[config.mk]
export PLATFORM = sky130hd
export DESIGN_NAME = key_cmd_ctrl
export DESIGN_NICKNAME = d
export VERILOG_FILES = /design/src/rtl/maze_key_pkg.sv /design/src/rtl/cmd_fifo.sv /design/src/rtl/key_cmd_ctrl.sv
export SDC_FILE = /design/constraint.sdc
export NUM_CORES = 1
export LEC_CHECK = 0
export ABC_AREA = 1
export BUFFER_PORTS_ARGS = -buffer_cell sky130_fd_sc_hd__buf_2
export CORE_MARGIN = 2
export CORE_UTILIZATION = 30
export DETAILED_ROUTE_END_ITERATION = 8
export GPL_ROUTABILITY_DRIVEN = 0
export PLACE_DENSITY_LB_ADDON = 0.05
export SYNTH_ARGS = -nofsm -noshare
export SYNTH_HDL_FRONTEND = slang
export SYNTH_HIERARCHICAL = 1
export SYNTH_SLANG_ARGS = --single-unit
[constraint.sdc]
create_clock -name clk -period 2.05 [get_ports clk]
set_input_delay 0.41 -clock clk [delete_from_list [all_inputs] [get_ports clk]]
set_output_delay 0.41 -clock clk [all_outputs]
set_load 0.02 [all_outputs]
[src/rtl/maze_key_pkg.sv]
// Shared command codes, keypad constants, FSM encoding and key-to-command map
// for the keypad command sequencer.
package maze_key_pkg;

  localparam logic [2:0] CMD_NONE    = 3'd0;
  localparam logic [2:0] CMD_UP      = 3'd1;
  localparam logic [2:0] CMD_DOWN    = 3'd2;
  localparam logic [2:0] CMD_LEFT    = 3'd3;
  localparam logic [2:0] CMD_RIGHT   = 3'd4;
  localparam logic [2:0] CMD_RESTART = 3'd5;

  localparam logic [3:0] KEY_UP      = 4'd1;
  localparam logic [3:0] KEY_DOWN    = 4'd9;
  localparam logic [3:0] KEY_LEFT    = 4'd4;
  localparam logic [3:0] KEY_RIGHT   = 4'd6;
  localparam logic [3:0] KEY_RESTART = 4'd15;

  typedef enum logic [1:0] {
    ST_IDLE      = 2'd0,
    ST_DEB_PRESS = 2'd1,
    ST_HELD      = 2'd2,
    ST_DEB_REL   = 2'd3
  } key_state_e;

  function automatic logic [2:0] key_to_cmd(input logic [3:0] code);
    case (code)
      KEY_UP:      return CMD_UP;
      KEY_DOWN:    return CMD_DOWN;
      KEY_LEFT:    return CMD_LEFT;
      KEY_RIGHT:   return CMD_RIGHT;
      KEY_RESTART: return CMD_RESTART;
      default:     return CMD_NONE;
    endcase
  endfunction

  // Only the four direction commands auto-repeat.
  function automatic logic cmd_repeats(input logic [2:0] cmd);
    return (cmd >= CMD_UP) && (cmd <= CMD_RIGHT);
  endfunction

endpackage

[src/rtl/cmd_fifo.sv]
// Show-ahead command queue; a push while full without a pop is dropped and
// flagged on overflow_o for that cycle.
module cmd_fifo
  import maze_key_pkg::*;
#(
  parameter int DEPTH = 4,
  parameter int WIDTH = 3
) (
  input  logic             clk,
  input  logic             reset,
  input  logic             push_i,
  input  logic [WIDTH-1:0] push_data_i,
  input  logic             ready_i,
  output logic             valid_o,
  output logic [WIDTH-1:0] data_o,
  output logic             overflow_o
);

  localparam int AW = $clog2(DEPTH);
  localparam logic [AW:0] PTR_ONE = {{AW{1'b0}}, 1'b1};

  logic [WIDTH-1:0] mem_q [DEPTH];
  logic [AW:0]      wr_q, rd_q;
  logic             empty, full, pop, wr_en;

  assign empty      = (wr_q == rd_q);
  assign full       = (wr_q[AW] != rd_q[AW]) && (wr_q[AW-1:0] == rd_q[AW-1:0]);
  assign pop        = !empty && ready_i;
  // When full, a simultaneous pop frees the head slot that the write reuses.
  assign wr_en      = push_i && (!full || pop);
  assign overflow_o = push_i && full && !pop;
  assign valid_o    = !empty;
  assign data_o     = empty ? '0 : mem_q[rd_q[AW-1:0]];

  always_ff @(posedge clk or negedge reset) begin
    if (!reset) begin
      wr_q <= '0;
      rd_q <= '0;
      for (int i = 0; i < DEPTH; i++) mem_q[i] <= '0;
    end else begin
      if (wr_en) begin
        mem_q[wr_q[AW-1:0]] <= push_data_i;
        wr_q                <= wr_q + PTR_ONE;
      end
      if (pop) rd_q <= rd_q + PTR_ONE;
    end
  end

endmodule

[src/rtl/key_cmd_ctrl.sv]
// Keypad command sequencer: sync, 1 ms tick, debounce/auto-repeat FSM and
// command queue towards the maze game logic.
//
// state        | meaning
// IDLE         | no key down
// DEB_PRESS    | key down, waiting for it to be stable
// HELD         | press accepted, auto-repeat running
// DEB_REL      | key up, waiting for the release to be stable
module key_cmd_ctrl
  import maze_key_pkg::*;
#(
  parameter int TICK_DIV        = 50000,
  parameter int DEBOUNCE_MS     = 20,
  parameter int REPEAT_DELAY_MS = 500,
  parameter int REPEAT_RATE_MS  = 150,
  parameter int FIFO_DEPTH      = 4
) (
  input  logic       clk,
  input  logic       reset,
  input  logic       key_flag,
  input  logic [3:0] key_code,
  input  logic       cmd_ready,
  output logic       cmd_valid,
  output logic [2:0] cmd_code,
  output logic       key_held,
  output logic       overflow
);

  localparam int PW    = $clog2(TICK_DIV);
  localparam int TMAX0 = (DEBOUNCE_MS > REPEAT_DELAY_MS) ? DEBOUNCE_MS : REPEAT_DELAY_MS;
  localparam int TMAX  = (TMAX0 > REPEAT_RATE_MS) ? TMAX0 : REPEAT_RATE_MS;
  localparam int TW    = $clog2(TMAX + 1);

  logic          flag_meta_q, flag_sync_q;
  logic [3:0]    code_meta_q, code_sync_q;
  logic [PW-1:0] presc_q;
  logic          tick;
  logic [TW-1:0] timer_q, timer_d, timer_run;
  logic          deb_hit, dly_hit, rate_hit;
  key_state_e    state_q, state_d;
  logic [3:0]    cur_q, cur_d;
  logic          rep_q, rep_d;
  logic          push_req;
  logic [2:0]    cur_cmd;
  logic          fifo_push;

  always_ff @(posedge clk or negedge reset) begin
    if (!reset) begin
      flag_meta_q <= 1'b0;
      flag_sync_q <= 1'b0;
      code_meta_q <= '0;
      code_sync_q <= '0;
      presc_q     <= '0;
    end else begin
      flag_meta_q <= key_flag;
      flag_sync_q <= flag_meta_q;
      code_meta_q <= key_code;
      code_sync_q <= code_meta_q;
      presc_q     <= tick ? '0 : presc_q + 1'b1;
    end
  end

  assign tick = (presc_q == PW'(TICK_DIV - 1));

  // A match fires on the tick that brings the timer up to the target count.
  assign timer_run = !tick ? timer_q : (timer_q == TW'(TMAX)) ? timer_q : timer_q + 1'b1;
  assign deb_hit   = tick && (timer_q == TW'(DEBOUNCE_MS - 1));
  assign dly_hit   = tick && (timer_q == TW'(REPEAT_DELAY_MS - 1));
  assign rate_hit  = tick && (timer_q == TW'(REPEAT_RATE_MS - 1));
  assign cur_cmd   = key_to_cmd(cur_q);

  always_comb begin
    state_d  = state_q;
    cur_d    = cur_q;
    rep_d    = rep_q;
    timer_d  = timer_run;
    push_req = 1'b0;
    case (state_q)
      ST_IDLE: begin
        timer_d = '0;
        if (flag_sync_q) begin
          cur_d   = code_sync_q;
          state_d = ST_DEB_PRESS;
        end
      end
      ST_DEB_PRESS: begin
        if (!flag_sync_q) begin
          state_d = ST_IDLE;
        end else if (code_sync_q != cur_q) begin
          cur_d   = code_sync_q;
          timer_d = '0;
        end else if (deb_hit) begin
          push_req = 1'b1;
          timer_d  = '0;
          rep_d    = 1'b0;
          state_d  = ST_HELD;
        end
      end
      ST_HELD: begin
        if (!flag_sync_q) begin
          timer_d = '0;
          state_d = ST_DEB_REL;
        end else if (code_sync_q != cur_q) begin
          cur_d   = code_sync_q;
          timer_d = '0;
          state_d = ST_DEB_PRESS;
        end else if (cmd_repeats(cur_cmd)) begin
          if ((!rep_q && dly_hit) || (rep_q && rate_hit)) begin
            push_req = 1'b1;
            rep_d    = 1'b1;
            timer_d  = '0;
          end
        end
      end
      ST_DEB_REL: begin
        if (flag_sync_q && (code_sync_q == cur_q)) begin
          timer_d = '0;
          rep_d   = 1'b1;
          state_d = ST_HELD;
        end else if (flag_sync_q) begin
          cur_d   = code_sync_q;
          timer_d = '0;
          state_d = ST_DEB_PRESS;
        end else if (deb_hit) begin
          state_d = ST_IDLE;
        end
      end
      default: state_d = ST_IDLE;
    endcase
  end

  always_ff @(posedge clk or negedge reset) begin
    if (!reset) begin
      state_q <= ST_IDLE;
      cur_q   <= '0;
      rep_q   <= 1'b0;
      timer_q <= '0;
    end else begin
      state_q <= state_d;
      cur_q   <= cur_d;
      rep_q   <= rep_d;
      timer_q <= timer_d;
    end
  end

  assign fifo_push = push_req && (cur_cmd != CMD_NONE);
  assign key_held  = (state_q == ST_HELD);

  cmd_fifo #(
    .DEPTH (FIFO_DEPTH),
    .WIDTH (3)
  ) u_fifo (
    .clk         (clk),
    .reset       (reset),
    .push_i      (fifo_push),
    .push_data_i (cur_cmd),
    .ready_i     (cmd_ready),
    .valid_o     (cmd_valid),
    .data_o      (cmd_code),
    .overflow_o  (overflow)
  );

endmodule

# Yosys cells after proc, flatten, opt, wreduce, memory -nomap -nowiden
# Index checks and enable logic that the tools add are counted.
# W data, S select, Z words.
dict set report totals {
  regBits 60
  input_bits 8
  output_inout_bits 6
}
dict set report op_classes {
  addsub 4
  order_cmp 5
  eq_ne 34
  n_mux 53
  bitwise_logic 2
  reduce_logical 27
}
# cell count
set ops {}
lappend ops {{$mux W9} 11}
lappend ops {{$pmux W9 S4} 1}
lappend ops {{$eq A9 B9 Y1 const B} 2}
lappend ops {{$mux W2} 9}
lappend ops {{$add A16 B1 Y16 const B} 1}
lappend ops {{$eq A16 B16 Y1 const B} 1}
lappend ops {{$mux W16} 1}
lappend ops {{$mux W4} 4}
lappend ops {{$mux W1} 15}
lappend ops {{$pmux W3 S5} 1}
lappend ops {{$logic_and A1 B1 Y1} 14}
lappend ops {{$ne A2 B2 Y1 const B} 7}
lappend ops {{$bwmux W12} 1}
lappend ops {{$mux W3} 4}
lappend ops {{$pmux W4 S3} 1}
lappend ops {{$ne A2 B1 Y1 const B} 5}
lappend ops {{$add A9 B1 Y9 const B} 1}
lappend ops {{$eq A9 B5 Y1 const B} 1}
lappend ops {{$eq A9 B8 Y1 const B} 1}
lappend ops {{$reduce_and A9 Y1} 1}
lappend ops {{$eq A4 B3 Y1 const B} 2}
lappend ops {{$eq A4 B4 Y1 const B} 2}
lappend ops {{$pmux W2 S4} 1}
lappend ops {{$add A3 B1 Y3 const B} 2}
lappend ops {{other kinds (27)} 36}

# Logic depth before layout (Yosys ltp)
# Gate-level depths: netlist (run 1).
dict set report logic_depth {
  ltp_word 12
  mapped_depth 14
}

# Modules after synthesis
# Netlist (run 1), hierarchy kept.
# mod instances cells_each area_each_um2 seq_area_each_um2
set modules_own_cells {}
lappend modules_own_cells {key_cmd_ctrl 1 336 2690.1 1051.0}
lappend modules_own_cells {cmd_fifo 1 130 1016.0 450.4}

# Worst setup path after synthesis (run 1)
# No wires, ideal clock.
dict set report synth_timing {
  kind {register -> output}
  start {register timer_q[0]}
  end {output port overflow}
  t_arrival_ns 2.061
  path_slack_ns -0.421
  stages_incl_launch_ff 12
  n_path_buf 1
  cell_sequence {dfrtp_1 -> ha_1 -> nand2_1 -> nand3b_4 -> nor2_8 -> nand2_1 -> nand2_1 -> nand3_1 -> a21oi_1 -> clkbuf_1 -> inv_1 -> nor2_1}
}
dict set report synth_via {
  elab_chain_len 12
  word_cells_on_any_way 20
}
# element line
set synth_lines {}
lappend synth_lines {{start, declared} key_cmd_ctrl.sv:38} ;# logic [TW-1:0] timer_q, timer_d, timer_run;
lappend synth_lines {{start signal, assigned} key_cmd_ctrl.sv:142} ;# timer_q <= timer_d;
lappend synth_lines {{$eq A9 B9 Y1 or $eq A9 B8 Y1 (tied branches)} {key_cmd_ctrl.sv:68, key_cmd_ctrl.sv:69}}
lappend synth_lines {{$logic_and A1 B1 Y1, on equally long branches} {key_cmd_ctrl.sv:68, key_cmd_ctrl.sv:69}}
lappend synth_lines {{$logic_and A1 B1 Y1} key_cmd_ctrl.sv:108} ;# if ((!rep_q && dly_hit) || (rep_q && rate_hit)) begin
lappend synth_lines {{$logic_or A1 B1 Y1} key_cmd_ctrl.sv:108}
lappend synth_lines {{$mux W1} key_cmd_ctrl.sv:108}
lappend synth_lines {{$mux W1} key_cmd_ctrl.sv:107} ;# end else if (cmd_repeats(cur_cmd)) begin
lappend synth_lines {{$mux W1} key_cmd_ctrl.sv:103} ;# end else if (code_sync_q != cur_q) begin
lappend synth_lines {{$mux W1} key_cmd_ctrl.sv:100} ;# if (!flag_sync_q) begin
lappend synth_lines {{$pmux W1 S2 *} key_cmd_ctrl.sv:78} ;# case (state_q)
lappend synth_lines {{$logic_and A1 B1 Y1 *} key_cmd_ctrl.sv:146} ;# assign fifo_push = push_req && (cur_cmd != CMD_NONE);
lappend synth_lines {{via fifo_push} key_cmd_ctrl.sv:45} ;# logic fifo_push;
lappend synth_lines {{$logic_and A1 B1 Y1 * (2 in series)} cmd_fifo.sv:31} ;# assign overflow_o = push_i && full && !pop;
lappend synth_lines {{end, declared} key_cmd_ctrl.sv:26} ;# output logic overflow
# Mark *: on every way through the listed nets, which the timed path passes. The rest lies on a longest branch.

# Final worst setup path (run 1)
dict set report layout_timing {
  start {register presc_q[10]}
  end {output port overflow}
}
dict set report layout_via {
  elab_chain_len 12
  word_cells_on_any_way 18
}
# element line
set layout_lines {}
lappend layout_lines {{start, declared} key_cmd_ctrl.sv:36} ;# logic [PW-1:0] presc_q;
lappend layout_lines {{start signal, assigned} key_cmd_ctrl.sv:59} ;# presc_q <= tick ? '0 : presc_q + 1'b1;
lappend layout_lines {{$eq A16 B16 Y1 *} key_cmd_ctrl.sv:63} ;# assign tick = (presc_q == PW'(TICK_DIV - 1));
lappend layout_lines {{$logic_and A1 B1 Y1, on equally long branches} {key_cmd_ctrl.sv:68, key_cmd_ctrl.sv:69}}
lappend layout_lines {{$logic_and A1 B1 Y1} key_cmd_ctrl.sv:108}
lappend layout_lines {{$logic_or A1 B1 Y1} key_cmd_ctrl.sv:108}
lappend layout_lines {{$mux W1} key_cmd_ctrl.sv:108}
lappend layout_lines {{$mux W1} key_cmd_ctrl.sv:107}
lappend layout_lines {{$mux W1} key_cmd_ctrl.sv:103}
lappend layout_lines {{$mux W1} key_cmd_ctrl.sv:100}
lappend layout_lines {{$pmux W1 S2 *} key_cmd_ctrl.sv:78}
lappend layout_lines {{$logic_and A1 B1 Y1 *} key_cmd_ctrl.sv:146}
lappend layout_lines {{via fifo_push} key_cmd_ctrl.sv:45}
lappend layout_lines {{$logic_and A1 B1 Y1 * (2 in series)} cmd_fifo.sv:31}
# Marked as above.

==> flow_results.org, run 1 <==
** Global routing
- Entering global routing, the biggest net connects 61 pins.
- Met1 demand-to-capacity share in global routing :: 0.2061
- Vias in the first global route :: 3098
- Overflow left after global routing :: 0
- In the global route stage, overall resource usage came out at 0.1480.
- The first global-routing pass estimated about 15000 um of wire.
- Global routing met3 resource utilization :: 0.03848
- Met2 GRT Util :: 0.2224
- The initial antenna violation count was 0.
- Grt peak-use layer :: met2

** Floorplan
- The die is about 120 um tall.
- Measured along the x axis, the die boundary spans 115.1 um.
- The initial utilization of the core area, before any placement, comes to 0.3085.
- The initialized floorplan defines 40 standard-cell rows.
- Top-Level Pins :: 14
- The die covers around 13000 um^2.
- In this run the standard cell core region covers 12010 um^2.

** Power and ir drop
- IR analysis of the VDD net gives a maximum drop of slightly above 500 uV.
- Cell internal power was estimated by the tool at 3.032 mW.
- Clock Power Share :: 0.429
- Overall Power :: approximately 4.4 mW
- In this run the static leakage power is between 2 and 2.5 nW.
- Dividing total power by cell area gives a power density of approximately 900 nW/um^2.
- Of the total power, the share spent switching nets is 0.3170.
- Summed over all nets, the switching power comes to about 1.4 mW.
- Of the total power, registers draw 0.311.
- Combinational cell fraction of total power :: 0.260

** Clock network
- Longest Clk Path Bufs :: 2
- CTS placed an instance of sky130_fd_sc_hd__clkbuf_16 at the clock tree root.
- Number of clock buffers inserted by TritonCTS :: 9
- After clock tree synthesis, the clock-pin slew on the worst setup and hold paths is about 0.06 ns.
- Clock latency on the worst-skew pair, taken at its later pin, is about 0.34 ns.
- Clock tree from TritonCTS :: yes
- The clock drives 60 sinks.
- The H-tree was split into 3 levels.

** Min path
- The tightest min-delay check is of the primary input to asynchronous set/reset pin type.

** Routing
- After detailed routing, the number of remaining DRC violations is 0.
- Average wire per standard cell :: 12.62 um
- Number of vias after detailed routing :: around 3100
- Once detail routing completed, the nets flagged for antenna violations numbered 0.
- After the first detailed-routing iteration, the DRC count stood at 110.
- The routed design has 8732 um of wire.
- Pre-antenna DRT Iters :: 4
- In the routed layout, each cell is associated on average with a via count of approximately 4.5.

** Setup path
- Of all nets on the critical path, the largest fanout is 3.
- Measured in cells, the most critical reg-to-reg path has a length of 12.
- Most frequent CP cell :: sky130_fd_sc_hd__nor2_4
- Cells along the critical path :: buf_6 -> nor2_4 -> nand2_2 -> nor2_4 -> nand2_2 -> nor2_2 -> nand3_2 -> a21oi_4 -> inv_4 -> nor2_4 -> buf_6
- Critical Path AT :: between 1.5 and 2 ns
- Setup slack on the worst reg-to-reg path comes out at about 0.030 ns.
- On the critical path, the stage with the largest delay is an instance of sky130_fd_sc_hd__dfrtp_1.
- Crit end category :: output pin
- In this run the critical register-to-register path is captured at u_fifo/mem_q[0].
- At the worst endpoint, the required time is around 1.6 ns.
- Worst R2R Start :: presc_q[10]
- Maximum single-stage delay on the critical path :: approximately 0.43 ns
- Type of element launching the critical path :: flip-flop
- CP Class :: flip-flop to output pin

** Logic synthesis
- Ranked by instance count, the synthesized netlist is headed by sky130_fd_sc_hd__nand2_1, sky130_fd_sc_hd__dfrtp_1, sky130_fd_sc_hd__inv_1, sky130_fd_sc_hd__nor2_1, sky130_fd_sc_hd__nand3_1.
- Post-synth EDFFs :: 0
- The synthesized design spends more area on one cell type than any other, namely sky130_fd_sc_hd__dfrtp_1.
- Syn avg cell area :: roughly 8.0 um^2
- Of the synthesized area, sequential elements account for 0.4051.
- In the post-synthesis netlist, the biggest area contributors are sky130_fd_sc_hd__dfrtp_1, sky130_fd_sc_hd__nand2_1, sky130_fd_sc_hd__inv_1.
- The most common cell in the synthesized netlist is sky130_fd_sc_hd__nand2_1.
- Area share of the largest cell type after synthesis :: 0.4051
- Among all flip-flop cells after synthesis, the most frequent one is sky130_fd_sc_hd__dfrtp_1.
- The netlist uses 37 different library cells.
- During synthesis, Yosys emitted a total of 6 warnings.
- Share of flip-flops with an asynchronous set or reset :: 1.000
- Synthesized instance count :: between 400 and 500
- Syn Nets :: a little under 500
- The cell area that synthesis handed to floorplanning was roughly 3700 um^2.
- Total of flip-flops plus latches after synthesis :: 60

** Layout
- Ratio of cells with drive above 1 in the final layout :: 0.3303
- The repair_antennas step left the layout with diodes totalling 0.
- Layout-stage area growth over the synthesis result :: 30.45%
- Measured on the finished design, the core utilization comes to 0.4025.
- The filler cells instantiated in the layout total ~1300.
- Net count, final :: 562

** Job
- Across the run, the number of max-cap violations was 0.

** Timing
- Slack of the critical path :: -0.2503 ns
- Final count of pins violating max slew :: 0
- Final setup fails :: 1
- Static timing analysis puts the maximum clock frequency at 434.7 MHz.
- Clock skew on the completed layout was measured at 0.008803 ns.
- RSZ-0062 raised after global routing :: yes
- Period utilization :: 1.122
- Transition at the pin with the smallest max-transition slack :: 0.3489 ns
- Min Clock Period, post-route :: 2.300 ns
- The worst pin sits at a relative slew slack of 0.7659.
- The number of hold-slack violations in the final timing report came to 0.

** Outcome
- The final reports fail on setup timing.
- The flow ran to the end, but the final reports show violations.

** Place
- Detailed placement finished with a half-perimeter wire length of 6267 um.
- Port buffering added 13 buffers.
- Prior to clock tree synthesis, the placed netlist has a worst setup slack of -0.03311 ns.
power groups by stage:
| stage | clock (mW) | combinational [mW] | sequential (mW) |
|---|---|---|---|
| 2_1_floorplan | 0 | 0.825 | 1.35 |
| 3_3_place_gp | 0 | 1.10 | 1.40 |
| 3_5_place_dp | 0 | 1.10 | 1.40 |
| 4_1_cts | 1.94 | 1.11 | 1.38 |
| 5_1_grt | 1.99 | 1.31 | 1.40 |
| 6_report | 1.90 | 1.16 | 1.38 |
per-layer routing:
| metal | up-vias | wire length (um) |
|---|---|---|
| met5 | - | 0 |
| met4 | 0 | 135 |
| met3 | 11 | 216 |
| met2 | 26 | 3841 |
| met1 | 1463 | 4539 |
| li1 | 1640 | - |
cell families after synthesis:
family / after synthesis / synth area share
fa+ha+maj: 14 / 0.04727
flops: 60 / 0.4051
xor+xnor: 10 / 0.02363
simple gates: 264 / 0.3626
compound gates: 47 / 0.08305
buf+inv: 71 / 0.07832
flip-flops by register name, summed over array words and instances, names as in the netlist:
name          count
code_meta_q       4
code_sync_q       4
cur_q             4
flag_meta_q       1
flag_sync_q       1
presc_q          16
rep_q             1
state_q           2
timer_q           9
u_fifo/mem_q     12
u_fifo/rd_q       3
u_fifo/wr_q       3
critical path: cells and delay by family (launching register included):
| family | cells | cell delay, ns |
|---|---|---|
| buffers and inverters | 3 | 0.32 |
| flip-flops | 1 | 0.43 |
| AO/OA/AOI/OAI | 1 | 0.19 |
| AND/OR/NAND/NOR | 7 | 0.62 |
how the worst max path moves through the flow:
stage	from	to	slack [ns]	cells after the start
floorplan	presc_q[0]	overflow	-0.01	12
global placement	cur_q[0]	overflow	0.03	13
detailed placement	presc_q[1]	u_fifo/mem_q[1]	-0.03	13
CTS	presc_q[0]	overflow	-0.29	12
global route	presc_q[4]	overflow	-0.38	11
finish	presc_q[10]	overflow	-0.25	11
what timing repair did:
action                                  in CTS  in global routing
resized for setup                           10                 17
setup buffers                               12                 11
hold buffers                                 0                  0
endpoints found under the setup margin       8                 19
pin swaps                                    7                 15
stage by stage:
| step | cell area [um^2] | hold WS (ns) | instances | setup TNS, ns |
|---|---|---|---|---|
| after floorplan | 3759 | 0.1144 | 466 | -0.01082 |
| after global placement | 4238 | 0.3326 | 656 | 0 |
| after detailed placement | 4238 | 0.3347 | 656 | -0.1275 |
| after CTS | 4701 | 0.08727 | 681 | -0.2902 |
| after global routing | 4835 | 0.1133 | 692 | -1.365 |
| final | 4835 | 0.06962 | 692 | -0.2503 |
placed cells by master (no fill, tap or decap), types with 2 or more instances in the layout:
master / count
sky130_fd_sc_hd__nand2_1: 120
sky130_fd_sc_hd__dfrtp_1: 55
sky130_fd_sc_hd__buf_4: 55
sky130_fd_sc_hd__inv_1: 50
sky130_fd_sc_hd__nand3_1: 27
sky130_fd_sc_hd__nor2_1: 26
sky130_fd_sc_hd__nand4_1: 21
sky130_fd_sc_hd__nand2_2: 19
sky130_fd_sc_hd__o21ai_0: 15
sky130_fd_sc_hd__nor2_4: 13
sky130_fd_sc_hd__ha_1: 12
sky130_fd_sc_hd__buf_2: 12
sky130_fd_sc_hd__inv_2: 11
sky130_fd_sc_hd__nor2_2: 11
sky130_fd_sc_hd__nand3_2: 11
sky130_fd_sc_hd__a21oi_2: 10
sky130_fd_sc_hd__a21oi_1: 9
sky130_fd_sc_hd__clkbuf_16: 9
sky130_fd_sc_hd__xor2_1: 8
sky130_fd_sc_hd__nor3_1: 7
sky130_fd_sc_hd__dfrtp_2: 5
sky130_fd_sc_hd__nand2_4: 4
sky130_fd_sc_hd__o22ai_1: 4
sky130_fd_sc_hd__bufinv_16: 4
sky130_fd_sc_hd__o211ai_1: 3
sky130_fd_sc_hd__xnor2_1: 2
sky130_fd_sc_hd__ha_4: 2
sky130_fd_sc_hd__clkbuf_1: 2
sky130_fd_sc_hd__buf_6: 2
sky130_fd_sc_hd__inv_4: 2
final cells by class:
type                       count  area [um^2]  area share
multi-input combinational    335         2016      0.4169
inverter                      64        245.2     0.05072
clock buffer                  12        246.5     0.05098
clock inverter                 4        120.1     0.02484
tap                          147        183.9     0.03804
timing repair buffer          70        515.5      0.1066
sequential                    60         1508      0.3119
(Power assumes the default switching activity.)
==> run 2: changes to the inputs <==
- clock period: 2.05 -> 2.3 ns (I/O delays scaled with it)
==> run 2 against run 1 <==
  * The flow still finishes with violations (setup timing)
  * Final area shrank 4.7%
  * Non-clock buffer count shrank 18
  * Clock power is 22% lower
  * Routed wire length fell by 2.4%
  * Flip-flop and latch count stayed put
  * Setup slack better by 0.18 ns
  * Critical path type unchanged
  * Register-to-register slack improved by 0.27 ns
  * Combinational power shrank 16%
==> flow_results.org, run 2 (synthesized netlist as in run 1, its figures left out) <==
** Floorplan
- In this run the vertical extent of the chip is 115.1 um.
- The floorplan step defined a die boundary enclosing 13260 um^2.
- The initial utilization of the core area, before any placement, comes to 0.3085.
- The initialized floorplan defines 40 standard-cell rows.
- Die X-Extent :: between 100 and 150 um
- In this run the count of I/O pins placed on the die edge is 14.
- Placeable core area :: about 12000 um^2

** Clock network
- Longest Clk Path Bufs :: 2
- Number of clock buffers inserted by TritonCTS :: 9
- Cell at the root of the clock tree :: sky130_fd_sc_hd__clkbuf_16
- After clock tree synthesis, the clock-pin slew on the worst setup and hold paths is around 0.050 ns.
- Later-pin clock latency in the skew report :: ~0.34 ns
- Clock tree from TritonCTS :: yes
- The H-tree was split into 3 levels.
- Num Clock Sinks :: 60

** Layout
- Net count, final :: between 500 and 600
- Relative to the synthesized area, the layout overhead comes to 24.31%.
- Top library cells by usage in the layout, fill and taps aside :: sky130_fd_sc_hd__nand2_1, sky130_fd_sc_hd__dfrtp_1, sky130_fd_sc_hd__inv_1
- For this run, the share of the core covered by cells in the final layout is 0.3835.
- Post-route design area :: between 4000 and 5000 um^2
- The register with the most flip-flops in the layout has 16 of them.
- Largest register by flop count :: presc_q
- The largest registers in the layout are presc_q x16, u_fifo/mem_q x12, timer_q x9.
- Fill cells in the final layout number between 1000 and 1500.
- Ratio of cells with drive above 1 in the final layout :: 0.2928
- Ant. Diodes :: 0
- Leaving out fill and tap cells, the most frequent cell in the layout is sky130_fd_sc_hd__nand2_1.

** Timing
- Min Clock Period, post-route :: between 2 and 2.5 ns
- Fmax :: 421.9 MHz
- Dividing the final minimum period by the clock period gives 1.030.
- On the final layout, the worst clock skew is around 0.006 ns.
- Transition at the pin with the smallest max-transition slack :: 0.5040 ns
- Setup violations remaining at the end of the flow were counted as 1.
- The final max-slew violation count came to 0.
- Across all setup checks in the final design, the least slack found is -0.07000 ns.
- Post-route worst hold slack :: around 0.09 ns
- Setup repair after global routing could not meet its margin everywhere.
- Max-slew headroom at the worst pin :: 0.6640
- The number of hold-slack violations in the final timing report was 0.

** Power and ir drop
- Share of total power consumed by net switching :: 0.3317
- Of the total power, the clock network draws 0.401.
- For this design the total switching power over the nets is approximately 1.2 mW.
- Of the total power, combinational logic draws 0.265.
- Power per cell area :: between 700 and 800 nW/um^2
- Worst IR Drop VDD :: between 300 and 400 uV
- Seq pwr share :: 0.334
- Total internal power :: roughly 2.5 mW
- The design draws about 3.7 mW.
- Leak :: 2.339 nW

** Outcome
- Failing checks :: setup timing
- Run status :: finished, violations left

** Setup path
- The slowest stage of the critical path belongs to the cell sky130_fd_sc_hd__dfrtp_1.
- Data on the critical path is required at its endpoint by 1.84 ns.
- Critical Path AT :: ~1.9 ns
- Most frequent CP cell :: sky130_fd_sc_hd__nand2_2
- STA classifies the critical path startpoint as a flip-flop.
- The worst setup path is of the flip-flop to output pin kind.
- Highest fanout seen on the critical path :: 4
- Crit path launch :: timer_q[1]
- Combined buffer and inverter count along the critical path :: 2
- Maximum single-stage delay on the critical path :: ~0.40 ns
- Crit end category :: output pin
- Family of cells with the greatest summed delay on the critical path :: simple AND/OR/NAND/NOR gates
- Cells along the critical path :: ha_2 -> nand2_2 -> nand3b_4 -> nor2_8 -> nand2_4 -> nand2_2 -> nand3_2 -> a21oi_2 -> inv_2 -> nor2_4 -> buf_6
- In this run the critical register-to-register path is launched from timer_q[1].

** Routing
- Pre-antenna DRT Iters :: 4
- Post-route DRC violation count :: 0
- After detailed routing, the total wire length is 8526 um.
- The routed layout has 3068 vias.
- Dividing the detail-routed wire length by the instance count gives about 13 um.
- Post-route ant nets :: 0
- After the first detailed-routing iteration, the DRC count stood at ~120.
- After detailed routing, the number of vias per cell comes to approximately 4.6.

** Min path
- The tightest min-delay check is of the primary input to asynchronous set/reset pin type.

** Global routing
- In the global route stage, overall resource usage came out at 0.1443.
- For met1 alone, demand over resource in global routing was 0.1952.
- For this run, global-route usage on met2 was measured as 0.2231.
- Vias in the first global route :: slightly above 3000
- Overflow left after global routing :: 0
- Grt peak-use layer :: met2
- Antenna violations before repair :: 0
- Pin count of the biggest net entering global routing :: 42
- Global routing met3 resource utilization :: 0.02899
- Wire length of the first global-routing pass :: about 15000 um

** Place
- I/O Buffers :: 13
- HPWL Detailed :: 6151 um
- Area after DPL :: a little over 4000 um^2
- Post-Place Setup Slack :: around 0.0085 ns

** Job
- Max-cap violations in this run came to 0.
-- run 2: cell types whose count changed in the layout (fill, tap and decap cells not counted), sizes merged --
cell | previous run | this run
clkinv | 1 | 2
clkbuf | 12 | 11
buf | 70 | 52
bufinv | 4 | 2
clkinvlp | 0 | 1
-- run 2: per-layer routing --
layer | up-vias | part of all wire
met4 | 0 | 0.019
li1 | 1616 | -
met2 | 40 | 0.45
met3 | 9 | 0.030
met1 | 1403 | 0.50
met5 | - | 0
-- run 2: area by class of cell --
class                           instances  area [um^2]  share of cell area
Clock buffer                           11        252.7             0.05486
Clock inverter                          4        72.57             0.01575
Inverter                               64        240.2             0.05215
Multi-Input combinational cell        335         1978              0.4294
Sequential cell                        60         1503              0.3262
Tap cell                              147        183.9             0.03992
Timing Repair Buffer                   52        376.6             0.08175
-- run 2: power groups by stage --
stage	clock [mW]	sequential, mW	combinational, mW
6_report	1.48	1.23	0.975
5_1_grt	1.57	1.25	1.11
4_1_cts	1.54	1.23	0.975
3_5_place_dp	0	1.25	0.949
3_3_place_gp	0	1.25	0.963
2_1_floorplan	0	1.21	0.734
-- run 2: path summary, 6_finish.rpt --
kind | endpoint | slack, ns | cells after the start
setup / recovery | overflow | -0.07 | 11
min in group clk | code_meta_q[2] | 0.23 | 1
hold / removal | presc_q[6] | 0.09 | 1
hold reg to reg | code_sync_q[0] | 0.35 | 0
setup reg to reg | u_fifo/mem_q[0] | 0.30 | 12
max in group asynchronous | u_fifo/rd_q[0] | 1.61 | 2
-- run 2: metrics by stage --
step | instances | TNS (ns)
finish | 673 | -0.07000
global route | 673 | -0.2062
CTS | 668 | -0.1149
detailed placement | 636 | 0
global placement | 636 | 0
floorplan | 466 | 0
-- run 2: what timing repair did --
action,4_1_cts,5_1_grt
gates resized for setup,11,9
pin swaps,11,8
hold buffers,0,0
buffers inserted,17,5
endpoints found under the setup margin,1,2
